`src/rtl/whack_pkg.sv`:
```
// Shared types and constants for the whack-a-mole game engine.
package whack_pkg;

  typedef enum logic [2:0] {IDLE, SPAWN, WAIT, GAP, DONE} game_state_t;

  // Fibonacci taps 16,14,13,11 expressed as bit positions 15,13,12,10
  localparam logic [15:0] LFSR_TAPS    = 16'hB400;
  localparam logic [15:0] DEFAULT_SEED = 16'hACE1;

endpackage

```
`src/rtl/whack_lfsr.sv`:
```
// Free-running Fibonacci LFSR; shifts left every cycle, feedback enters at bit 0.
module whack_lfsr
  import whack_pkg::*;
#(
  parameter int              WIDTH = 16,
  parameter logic [WIDTH-1:0] SEED = WIDTH'(DEFAULT_SEED)
) (
  input  logic             clk,
  input  logic             rst_n,
  output logic [WIDTH-1:0] lfsr
);

  logic fb;

  assign fb = ^(lfsr & WIDTH'(LFSR_TAPS));

  always_ff @(posedge clk or negedge rst_n) begin
    if (!rst_n) lfsr <= SEED;
    else        lfsr <= {lfsr[WIDTH-2:0], fb};
  end

endmodule

```
`src/rtl/whack_game_core.sv`:
```
// Whack-a-mole game engine: LFSR mole pick, per-mole timeout, hit/miss scoring, wrong-press lockout.
// Optional WHACK_WRONG_PENALTY_EN: each cycle with a wrong press costs one point (floor 0).
module whack_game_core
  import whack_pkg::*;
#(
  parameter int          N_MOLES     = 8,
  parameter int          SCORE_W     = 8,
  parameter int          TIMEOUT_CYC = 50000,
  parameter int          GAP_CYC     = 1000,
  parameter int          ROUNDS      = 20,
  parameter logic [15:0] LFSR_SEED   = DEFAULT_SEED,
  localparam int         IDX_W       = $clog2(N_MOLES),
  localparam int         RND_W       = $clog2(ROUNDS + 1)
) (
  input  logic               clk,
  input  logic               rst_n,
  input  logic               start,
  input  logic [N_MOLES-1:0] btn,
  output logic [N_MOLES-1:0] mole_onehot,
  output logic [IDX_W-1:0]   mole_idx,
  output logic [SCORE_W-1:0] score,
  output logic [SCORE_W-1:0] misses,
  output logic [N_MOLES-1:0] lockout,
  output logic [RND_W-1:0]   round_cnt,
  output logic               busy,
  output logic               game_over
);

  localparam int TMR_W = $clog2(TIMEOUT_CYC);
  localparam int GAP_W = (GAP_CYC > 1) ? $clog2(GAP_CYC) : 1;
  localparam logic [IDX_W:0] N_EXT  = (IDX_W + 1)'(N_MOLES);
  localparam logic [IDX_W:0] N_LAST = (IDX_W + 1)'(N_MOLES - 1);

  game_state_t        state, state_next;
  logic [15:0]        lfsr;
  logic [N_MOLES-1:0] btn_q, press, mole_sel;
  logic [IDX_W-1:0]   prev_idx, sel_idx;
  logic [IDX_W:0]     r_fold;
  logic [TMR_W-1:0]   timer;
  logic [GAP_W-1:0]   gap_cnt;
  logic               hit, miss, wrong, clr_game, do_spawn, gap_last;
  logic               unused_lfsr_hi;

  whack_lfsr #(
    .WIDTH (16),
    .SEED  (LFSR_SEED)
  ) u_lfsr (
    .clk   (clk),
    .rst_n (rst_n),
    .lfsr  (lfsr)
  );

  assign unused_lfsr_hi = ^lfsr[15:IDX_W];

  assign press       = btn & ~btn_q & ~lockout;
  assign mole_sel    = N_MOLES'(1) << mole_idx;
  assign mole_onehot = (state == WAIT) ? mole_sel : '0;
  assign busy        = (state == SPAWN) || (state == WAIT) || (state == GAP);
  assign game_over   = (state == DONE);
  assign gap_last    = (gap_cnt == GAP_W'(GAP_CYC - 1));

  // Fold the raw LFSR slice into range, then step past the previous mole
  always_comb begin
    r_fold = {1'b0, lfsr[IDX_W-1:0]};
    if (r_fold >= N_EXT) r_fold = r_fold - N_EXT;
    sel_idx = r_fold[IDX_W-1:0];
    if (sel_idx == prev_idx) begin
      sel_idx = (r_fold == N_LAST) ? '0 : sel_idx + IDX_W'(1);
    end
  end

  always_ff @(posedge clk or negedge rst_n) begin
    if (!rst_n) state <= IDLE;
    else        state <= state_next;
  end

  always_comb begin
    state_next = state;
    hit        = 1'b0;
    miss       = 1'b0;
    wrong      = 1'b0;
    clr_game   = 1'b0;
    do_spawn   = 1'b0;
    case (state)
      IDLE, DONE: begin
        if (start) begin
          clr_game   = 1'b1;
          state_next = SPAWN;
        end
      end
      SPAWN: begin
        do_spawn   = 1'b1;
        state_next = WAIT;
      end
      WAIT: begin
        if (|(press & mole_sel)) begin
          hit        = 1'b1;
          state_next = GAP;
        end else if (timer == '0) begin
          miss       = 1'b1;
          state_next = GAP;
        end else if (|press) begin
          wrong = 1'b1;
        end
      end
      GAP: begin
        if (gap_last) state_next = (round_cnt == RND_W'(ROUNDS)) ? DONE : SPAWN;
      end
      default: state_next = IDLE;
    endcase
  end

  always_ff @(posedge clk or negedge rst_n) begin
    if (!rst_n) begin
      btn_q     <= '0;
      mole_idx  <= '0;
      prev_idx  <= '0;
      timer     <= '0;
      gap_cnt   <= '0;
      score     <= '0;
      misses    <= '0;
      round_cnt <= '0;
      lockout   <= '0;
    end else begin
      btn_q <= btn;
      if (clr_game) begin
        score     <= '0;
        misses    <= '0;
        round_cnt <= '0;
        lockout   <= '0;
      end
      if (do_spawn) begin
        mole_idx <= sel_idx;
        prev_idx <= sel_idx;
        lockout  <= '0;
        timer    <= TMR_W'(TIMEOUT_CYC - 1);
      end else if ((state == WAIT) && (timer != '0)) begin
        timer <= timer - TMR_W'(1);
      end
      if (hit) begin
        if (score != '1) score <= score + SCORE_W'(1);
        round_cnt <= round_cnt + RND_W'(1);
      end
      if (miss) begin
        if (misses != '1) misses <= misses + SCORE_W'(1);
        round_cnt <= round_cnt + RND_W'(1);
      end
      if (wrong) begin
        lockout <= lockout | press;
`ifdef WHACK_WRONG_PENALTY_EN
        if (score != '0) score <= score - SCORE_W'(1);
`endif
      end
      if ((state == GAP) && !gap_last) gap_cnt <= gap_cnt + GAP_W'(1);
      else                             gap_cnt <= '0;
    end
  end

endmodule
```
`config.mk`:
```
export PLATFORM = sky130hd
export DESIGN_NAME = whack_game_core
export DESIGN_NICKNAME = d
export VERILOG_FILES = /design/src/rtl/whack_pkg.sv /design/src/rtl/whack_lfsr.sv /design/src/rtl/whack_game_core.sv
export SDC_FILE = /design/constraint.sdc
export NUM_CORES = 1
export LEC_CHECK = 0
export ABC_CLOCK_PERIOD_IN_PS = 2000
export CAP_MARGIN = 20
export CORE_MARGIN = 10
export CORE_UTILIZATION = 50
export DETAILED_ROUTE_END_ITERATION = 8
export PLACE_DENSITY = 0.76
export SLEW_MARGIN = 20
export SYNTH_ARGS = -nofsm -noshare
export SYNTH_HDL_FRONTEND = slang
export SYNTH_SLANG_ARGS = --single-unit
```
`constraint.sdc`:
```
create_clock -name clk -period 2 [get_ports clk]
set_clock_uncertainty 0.1 [all_clocks]
set_input_delay 0.4 -clock clk [delete_from_list [all_inputs] [get_ports clk]]
set_output_delay 0.4 -clock clk [all_outputs]
set_load 0.05 [all_outputs]
```
Word level (Yosys, flattened, before mapping)
Cells that the tools add are included. W data, S select, Z words.

Output and inout port bits: 42. Flip-flop bits (word level): 85. Input port bits: 11. Logic and storage cells: 88.

Reductions and logical operators: 16. Bitwise operators: 6. Multiplexer cells: 36. Shifts and indexed selects: 1. Eq/ne operators: 13. Add/subtract/negate cells: 6.

Operators by type and width (number): $mux W8 (10); $mux W16 (2); $and A8 B8 Y8 (3); $mux W3 (7); $add A8 B1 Y8 const B (2); $logic_not A16 Y1 (1); $ne A8 B8 Y1 const B (2); $not A8 Y8 (2); $reduce_bool A16 Y1 (1); $reduce_or A8 Y1 (2); $reduce_xor A16 Y1 (1); $sub A16 B1 Y16 const B (1); $mux W5 (3); $mux W1 (12); $pmux W3 S4 (1); $add A10 B1 Y10 const B (1); $eq A10 B10 Y1 const B (1); $mux W10 (1); $or A8 B8 Y8 (1); $shl A1 B3 Y8 const A (1); $eq A3 B2 Y1 const B (2); $eq A3 B3 Y1 const B (2); $reduce_bool A3 Y1 (2); $add A5 B1 Y5 const B (1); other kinds (13) (16).

Depth between registers and ports, before layout
Gate-level depths: netlist of run 1.

Word-level depth: 9. Mapped depth: 8. Gate-level depth less buffers: 7.

Cells and area by module
A second synthesis of run 1 with hierarchy kept.

Cells, all modules: 408. Area total of the unflattened synthesis: 4196.5 sq um.

By module, submodules not included: whack_game_core (area each 3759.9 sq um, cells an instance 389, sequential area each 1726.7 sq um, times used 1); whack_lfsr (area each 436.7 sq um, cells an instance 19, sequential area each 410.4 sq um, times used 1).

Worst setup path after synthesis of run 1
Ideal clock, no wire load.

Path kind: reg-to-output. Start: register state[2]. End: output mole_onehot[2]. Arrival time: 2.877 ns. Required time: 1.500 ns. Cell stages (with the launch flop): 6. Setup slack: -1.377 ns. Cells stage by stage: dfrtp_1 buf_2 or3b_1 clkbuf_1 clkbuf_1 nor4b_1.

Longest elaborated chain between the ends: 2.

RTL lines: start, declared (line whack_game_core.sv:34) `game_state_t state, state_next;`; start signal, assigned (line whack_game_core.sv:74) `else state <= state_next;`; $eq A3 B2 Y1 (line whack_game_core.sv:57) `assign mole_onehot = (state == WAIT) ? mole_sel : '0;`; $mux W8 (line whack_game_core.sv:57); end, declared (line whack_game_core.sv:19) `output logic [N_MOLES-1:0] mole_onehot,`.

Every way passes these cells.

Worst setup path after layout of run 1
Start: register state[2]. End: register misses[6].

Longest elaborated chain between the ends: 6. Elaborated cells between the ends (all ways): 9.

RTL lines: $eq A3 B3 Y1 / $logic_not A3 Y1 (equally long branches) (line whack_game_core.sv:84) `case (state)`; $reduce_or A2 Y1 (line whack_game_core.sv:84); $mux W1 (line whack_game_core.sv:84); $mux W8 (line whack_game_core.sv:126) `if (clr_game) begin`; $mux W8 (line whack_game_core.sv:145) `if (misses != '1) misses <= misses + SCORE_W'(1);`; $mux W8 (*) (line whack_game_core.sv:144) `if (miss) begin`; end signal, assigned (line whack_game_core.sv:145); end, declared (line whack_game_core.sv:22) `output logic [SCORE_W-1:0] misses,`.

Every way passes the cells marked *; elsewhere a longest branch is shown, timed or not. A chain may end at the register's enable or synchronous reset.

==> results of run 1 <==
worst max-delay path, cell delays in order, from the launching register on:
cell and delay (ns):
dfrtp_1 0.40, or3b_4 0.48, buf_6 0.15, buf_8 0.13
buf_4 0.14, buf_6 0.11, or2_4 0.27, o311ai_4 0.22
nand3_1 0.11
stage by stage:
step / setup slack [ns] / setup TNS (ns)
after floorplan: -0.347 / -1.80
final: -0.250 / -3.84
after detailed placement: -0.616 / -14.79
after CTS: -0.276 / -2.81
after global routing: -0.281 / -6.75
after global placement: -0.572 / -13.61
sequential cells by signal, indices dropped and copies added, names as in the netlist:
register / count
gap_cnt: 10
timer: 16
lockout: 8
state: 3
btn_q: 8
misses: 8
prev_idx: 3
score: 8
round_cnt: 5
u_lfsr.lfsr: 16
worst min path at each step:
| stage | from | end | slack (ns) | depth (start not counted) |
|---|---|---|---|---|
| floorplan | rst_n | btn_q[0]$_DFF_PN0_ | 0.004 | 0 |
| global placement | u_lfsr.lfsr[14]$_DFF_PN0_ | u_lfsr.lfsr[15]$_DFF_PN1_ | 0.24 | 0 |
| detailed placement | u_lfsr.lfsr[8]$_DFF_PN0_ | u_lfsr.lfsr[9]$_DFF_PN0_ | 0.24 | 0 |
| CTS | btn[3] | btn_q[3]$_DFF_PN0_ | 0.20 | 1 |
| global route | btn[2] | btn_q[2]$_DFF_PN0_ | 0.13 | 1 |
| finish | btn[2] | btn_q[2]$_DFF_PN0_ | 0.13 | 1 |
cell usage after synthesis, types with 3 or more instances:
master,instances,area [µm²]
clkbuf_1,8,30.0
nand3_1,21,105
and2_1,9,56.3
a31o_2,3,26.3
a21oi_1,6,30.0
inv_1,23,86.3
o21ai_1,3,15.0
mux2i_1,9,90.1
nor2b_1,6,37.5
xnor2_1,8,70.1
nor4bb_1,3,30.0
o2111ai_1,3,26.3
nor2_1,38,143
or3b_1,3,26.3
o211ai_1,5,37.5
dfrtp_1,77,1930
xor2_1,22,193
ha_1,9,113
nor3b_1,9,67.6
and3_1,5,31.3
nor4b_1,6,52.6
or3_1,3,18.8
nand2_1,33,124
or4_1,4,30.0
buf_2,7,35.0
o21ai_0,17,85.1
dfstp_2,8,210
nand4_1,14,87.6
a32o_1,8,80.1
nor3_1,9,45.0
area by class of cell:
type	instances	area, µm²
clock buffer	9	124
clock inverter	7	71.3
fill	506	2070
inverter	23	86.3
multi-input combinational	292	2340
sequential	85	2150
tap	105	131
timing repair buffer	126	1230
cells by family (layout without fill, tap and decap cells):
| family | after synthesis | count (layout) | share of synthesized area |
|---|---|---|---|
| buffers and inverters | 39 | 165 | 0.0383 |
| AND/OR/NAND/NOR | 184 | 184 | 0.247 |
| AO/OA/AOI/OAI | 59 | 59 | 0.0988 |
| flip-flops | 85 | 85 | 0.504 |
| XOR/XNOR | 30 | 30 | 0.0619 |
| multiplexers | 10 | 10 | 0.0239 |
| adder cells (fa/ha/maj) | 9 | 9 | 0.0265 |
what timing repair did:
action,CTS,global route
pin swaps,36,31
resized for setup,57,34
endpoints found under the hold margin,26,0
gates cloned,0,0
setup buffers,18,14
endpoints found under the setup margin,39,54
hold buffers,1,0
power breakdown:
group | internal, mW | total, mW | leakage (nW) | switching (mW)
Sequential | 1.98 | 2.32 | 1.02 | 0.340
Clock | 0.582 | 1.24 | 0.104 | 0.659
Combinational | 0.946 | 2.48 | 1.59 | 1.53
layer usage:
metal	global-route usage	share of wire
met3	0.0421	0.041
met2	0.317	0.53
met5	0	0
met4	0.0508	0.018
met1	0.213	0.41
==> results.py, run 1 <==
metrics = {
    "status": {
        "status": "finished with violations",
        "violations": "negative setup slack",
    },
    "clock_tree": {
        "clk_pin_slew_ns": 0.09,
        "clockBufferDepth": 2,
        "cts_tree": "yes",
        "cts-buffers-inserted": 9,
        "clkLatencyLatePin_ns": 0.37,
        "cts-root-buf": "clkbuf_8",
        "h-tree-depth": 3,
        "cts_sinks": 85,
    },
    "floorplan": {
        "rows": 33,
        "start_util": 0.516,
        "pin_count": 53,
        "core_mm2": 0.00822,
        "die_x_um": 112,
        "die-area_mm2": 0.0126,
        "die_h_um": 112,
    },
    "logic_synthesis": {
        "yosysUniqueCellTypes": 56,
        "yosysWarnings": 0,
        "synth_nets": 436,
        "syn_area_mm2": 0.00424,
        "synth-async-reset-ratio": 1.00,
        "synth_seq_cells": 85,
        "syn_inst": 416,
        "synth-edff-count": 0,
        "synthFlopType": "dfrtp_1",
        "avgSynthCellArea_um2": 10.2,
        "ys_seq_area_frac": 0.504,
    },
    "critical_path": {
        "required_ns": 2.13,
        "cp-endpoint": "misses[6]$_DFF_PN0_",
        "r2r-start": "state[2]$_DFFE_PN0P_",
        "reg2regPathDepth": 8,
        "path_max_fanout": 7,
        "worst_setup_path_start_kind": "flip-flop",
        "crit_arrival_ns": 2.38,
        "crit_type": "flip-flop to flip-flop",
        "timing.rr.end": "misses[6]$_DFF_PN0_",
        "cp-startpoint": "state[2]$_DFFE_PN0P_",
        "worst_setup_path_end_kind": "flip-flop",
        "r2r_slack_ns": -0.25,
    },
    "min_path": {
        "hp-class": "primary input to flip-flop",
    },
    "layout": {
        "drive_above_1_share": 0.399,
        "area_growth_pct": 44.8,
        "antennaDiodeCount": 0,
        "stdcell_count": 647,
        "final_net_count": 557,
        "stdcell_area_mm2": 0.00614,
        "mostFrequentLayoutCells": "buf_4 (82), dfrtp_1 (64), nor2_1 (34), nand2_1 (31), inv_1 (23)",
        "final_common_cell": "buf_4",
        "utilization": 0.748,
    },
    "place": {
        "gp_congestion": 0.832,
        "place_hpwl_um": 7400,
        "portBuffers": 52,
        "dpl.cell_count": 601,
        "placed_area_mm2": 0.00536,
    },
    "drt": {
        "wl_um": 11900,
        "wl_per_cell_um": 18.3,
        "drtPass1Iterations": 5,
        "viasPerCell": 5.81,
        "first_iter_violations": 210,
        "drc": 0,
        "drtAntennaViolNets": 0,
        "vias": 3761,
    },
    "power": {
        "p_per_area_mw_per_mm2": 983,
        "power_mw": 6.04,
        "leakagePower_nw": 2.72,
        "peakVddDrop_v": 0.000617,
    },
    "timing": {
        "fmax_ghz": 0.444,
        "hold_viol": 0,
        "timing.hold.ws_ns": 0.128,
        "tightest_slew_ns": 0.798,
        "final_max_slew_viol_count": 0,
        "fin_crit_ns": 2.25,
        "maxSlewHeadroom": 0.467,
        "setup_slack_ns": -0.250,
        "rsz0062_at_grt": "yes",
        "post-route-period-util": 1.13,
        "setup_violations": 33,
    },
    "grt": {
        "grt_pass1_wl_um": 19300,
        "grt_start_max_net_pins": 41,
        "grt_pass1_vias": 3851,
        "antenna_found_initial": 0,
        "overflow": 0,
        "grtUsageTotal": 0.180,
    },
    "job": {
        "drv_cap": 0,
    },
}
No activity file was read; power rests on OpenSTA's default activity.
==> run 2: changes to the inputs <==
--- a/config.mk
+++ b/config.mk
@@ -14,4 +14,5 @@
 export SLEW_MARGIN = 20
 export SYNTH_ARGS = -nofsm -noshare
 export SYNTH_HDL_FRONTEND = slang
+export SYNTH_HIERARCHICAL = 1
 export SYNTH_SLANG_ARGS = --single-unit
==> results.py, run 2 <==
metrics = {
    "status": {
        "status": "finished with violations",
        "violations": "negative setup slack",
    },
    "power": {
        "switchingPower_mw": 2.05,
        "leakagePower_nw": 2.85,
        "p_per_area_mw_per_mm2": 909,
        "p_seq_frac": 0.379,
        "power_mw": 5.68,
        "intPower_mw": 3.64,
        "peakVddDrop_v": 0.000455,
        "p_clk_frac": 0.257,
        "p_comb_frac": 0.364,
        "switching_share": 0.360,
    },
    "layout": {
        "final_common_cell": "buf_4",
        "fillerInstances": 500,
        "final_net_count": 561,
        "stdcell_area_mm2": 0.00625,
        "mostFrequentLayoutCells": "buf_4 (100), dfrtp_1 (72), nand2_1 (33), nor2_1 (28), xor2_1 (21)",
        "reg_top3": "timer (16), u_lfsr/lfsr (16), gap_cnt (10)",
        "area_growth_pct": 48.9,
        "stdcell_count": 651,
        "drive_above_1_share": 0.394,
        "antennaDiodeCount": 0,
    },
    "logic_synthesis": {
        "synth_seq_cells": 85,
        "avgSynthCellArea_um2": 10.3,
        "synth-async-reset-ratio": 1.00,
        "synth_nets": 428,
        "syn_area_mm2": 0.00420,
        "yosys-top-cells-area": "dfrtp_1 (46%), dfstp_2 (5.0%), xor2_1 (4.4%)",
        "syn_inst": 408,
        "synth_top_area_share": 0.459,
        "synthFlopType": "dfrtp_1",
        "yosysUniqueCellTypes": 58,
        "synth_top_cell_by_area": "dfrtp_1",
        "synth-edff-count": 0,
        "synth_top_cells_by_count": "dfrtp_1 (77), nand2_1 (37), nor2_1 (37), xor2_1 (21)",
        "synth.most_common_cell": "dfrtp_1",
        "ys_seq_area_frac": 0.509,
        "yosysWarnings": 6,
    },
    "drt": {
        "wl_per_cell_um": 17.5,
        "drtPass1Iterations": 5,
        "drc": 0,
        "viasPerCell": 5.60,
        "wl_um": 11400,
        "vias": 3646,
        "first_iter_violations": 242,
        "drtAntennaViolNets": 0,
    },
    "timing": {
        "post-route-period-util": 1.08,
        "rsz0062_at_grt": "yes",
        "final_max_slew_viol_count": 0,
        "timing.hold.ws_ns": 0.256,
        "fin_crit_ns": 2.16,
        "setup_violations": 44,
        "tightest_slew_ns": 0.700,
        "hold_viol": 0,
        "setup_slack_ns": -0.162,
        "fmax_ghz": 0.463,
        "maxSlewHeadroom": 0.531,
    },
    "critical_path": {
        "worst_setup_path_start_kind": "flip-flop",
        "crit_type": "flip-flop to flip-flop",
        "worstPathCellList": "buf_6, nor4bb_4, o21bai_1, nand4_1, buf_6, o31a_1, mux2_4",
        "crit_buf_inv": 2,
        "r2r-start": "prev_idx[0]$_DFFE_PN0P_",
        "r2r_slack_ns": -0.16,
        "worst_setup_path_end_kind": "flip-flop",
        "cpMostUsedCell": "buf_6",
        "slowest_stage": "dfrtp_2",
        "path_max_fanout": 6,
        "timing.rr.end": "misses[0]$_DFF_PN0_",
        "slowest_delay_ns": 0.46,
        "cp-startpoint": "prev_idx[0]$_DFFE_PN0P_",
        "reg2regPathDepth": 7,
        "cp-endpoint": "misses[0]$_DFF_PN0_",
        "cp.depth": 7,
        "crit_arrival_ns": 2.31,
        "path_delay_family": "compound AO/OA/AOI/OAI gates",
        "required_ns": 2.15,
    },
    "grt": {
        "grt_use_met3": 0.0435,
        "grt_pass1_vias": 3775,
        "overflow": 0,
        "grt_pass1_wl_um": 18200,
        "grt.met2_usage": 0.277,
        "grtUsageTotal": 0.171,
        "use_met1": 0.221,
        "top_usage_layer": "met2",
        "antenna_found_initial": 0,
        "grt_start_max_net_pins": 32,
    },
    "place": {
        "dpl.cell_count": 614,
        "placed_area_mm2": 0.00546,
        "place_hpwl_um": 7530,
        "gp_congestion": 0.813,
        "portBuffers": 52,
    },
    "floorplan": {
        "start_util": 0.513,
        "pin_count": 53,
        "rows": 33,
        "die-area_mm2": 0.0125,
        "die_h_um": 112,
        "core_mm2": 0.00818,
        "die_x_um": 112,
    },
    "clock_tree": {
        "clkLatencyLatePin_ns": 0.36,
        "cts_sinks": 85,
        "cts-root-buf": "clkbuf_8",
        "cts_tree": "yes",
        "h-tree-depth": 3,
        "clk_pin_slew_ns": 0.08,
        "clockBufferDepth": 2,
        "cts-buffers-inserted": 9,
    },
    "job": {
        "drv_cap": 0,
    },
    "min_path": {
        "hp-class": "flip-flop to flip-flop",
    },
}
[run 2: changes by cell type after synthesis, moves of 4 or more]
| cell | delta |
|---|---|
| and2_1 | -7 |
| buf_2 | -5 |
| clkbuf_1 | +4 |
| inv_1 | -6 |
| nand2_1 | +4 |
| nand2b_1 | +10 |
| o21ai_0 | -5 |
| nand3_1 | -4 |
[run 2: worst min-delay path by stage]
stage | depth (start not counted) | startpoint | slack, ns | endpoint
3_5_place_dp | 0 | u_lfsr/lfsr[14]$_DFF_PN0_ | 0.24 | u_lfsr/lfsr[15]$_DFF_PN1_
3_3_place_gp | 0 | u_lfsr/lfsr[14]$_DFF_PN0_ | 0.24 | u_lfsr/lfsr[15]$_DFF_PN1_
6_report | 0 | u_lfsr/lfsr[14]$_DFF_PN0_ | 0.26 | u_lfsr/lfsr[15]$_DFF_PN1_
5_1_grt | 0 | u_lfsr/lfsr[6]$_DFF_PN1_ | 0.27 | u_lfsr/lfsr[7]$_DFF_PN1_
2_1_floorplan | 0 | rst_n | 0.004 | btn_q[0]$_DFF_PN0_
4_1_cts | 0 | u_lfsr/lfsr[14]$_DFF_PN0_ | 0.26 | u_lfsr/lfsr[15]$_DFF_PN1_
[run 2: cell type report]
type                            instances  area [µm²]  area share
Clock buffer                           10         128      0.0204
Clock inverter                          6         111      0.0178
Inverter                               17        63.8      0.0102
Multi-Input combinational cell        291        2380       0.382
Sequential cell                        85        2140       0.343
Tap cell                              105         131      0.0210
Timing Repair Buffer                  137        1290       0.206
[run 2: metal layers]
metal	vias up	routed length [µm]	share of wire
li1	1732	-	-
met1	1814	5000	0.44
met2	82	5730	0.50
met3	18	435	0.038
met4	0	209	0.018
met5	-	0	0
[run 2: cell families (layout without fill, tap and decap cells)]
family,Yosys count,in the layout,share of synthesized area
simple gates,185,185,0.244
flops,85,85,0.509
compound gates,56,56,0.100
buf+inv,32,170,0.0292
xor+xnor,29,29,0.0605
mux,12,12,0.0301
fa+ha+maj,9,9,0.0268
[run 2: power by group through the flow]
stage | registers, mW | clock network, mW | logic, mW
2_1_floorplan | 2.53 | 0 | 0.663
3_3_place_gp | 2.16 | 0 | 1.68
3_5_place_dp | 2.17 | 0 | 1.73
4_1_cts | 2.14 | 1.48 | 1.91
5_1_grt | 2.18 | 1.56 | 2.21
6_report | 2.16 | 1.46 | 2.07
[run 2: timing repair]
action	4_1_cts	5_1_grt
gates resized for setup	41	41
buffers inserted	8	13
hold buffers	1	0
pin swaps	8	26
hold endpoints to repair	24	0
endpoints found under the setup margin	41	51
cloned	0	0
[run 2: through the flow]
stage	TNS (ns)	util	setup WS [ns]
final	-3.86	0.764	-0.162
after global routing	-7.72	0.764	-0.233
after CTS	-1.85	0.728	-0.172
after detailed placement	-11.38	0.668	-0.499
after global placement	-9.75	0.668	-0.438
after floorplan	-4.69	-	-0.296
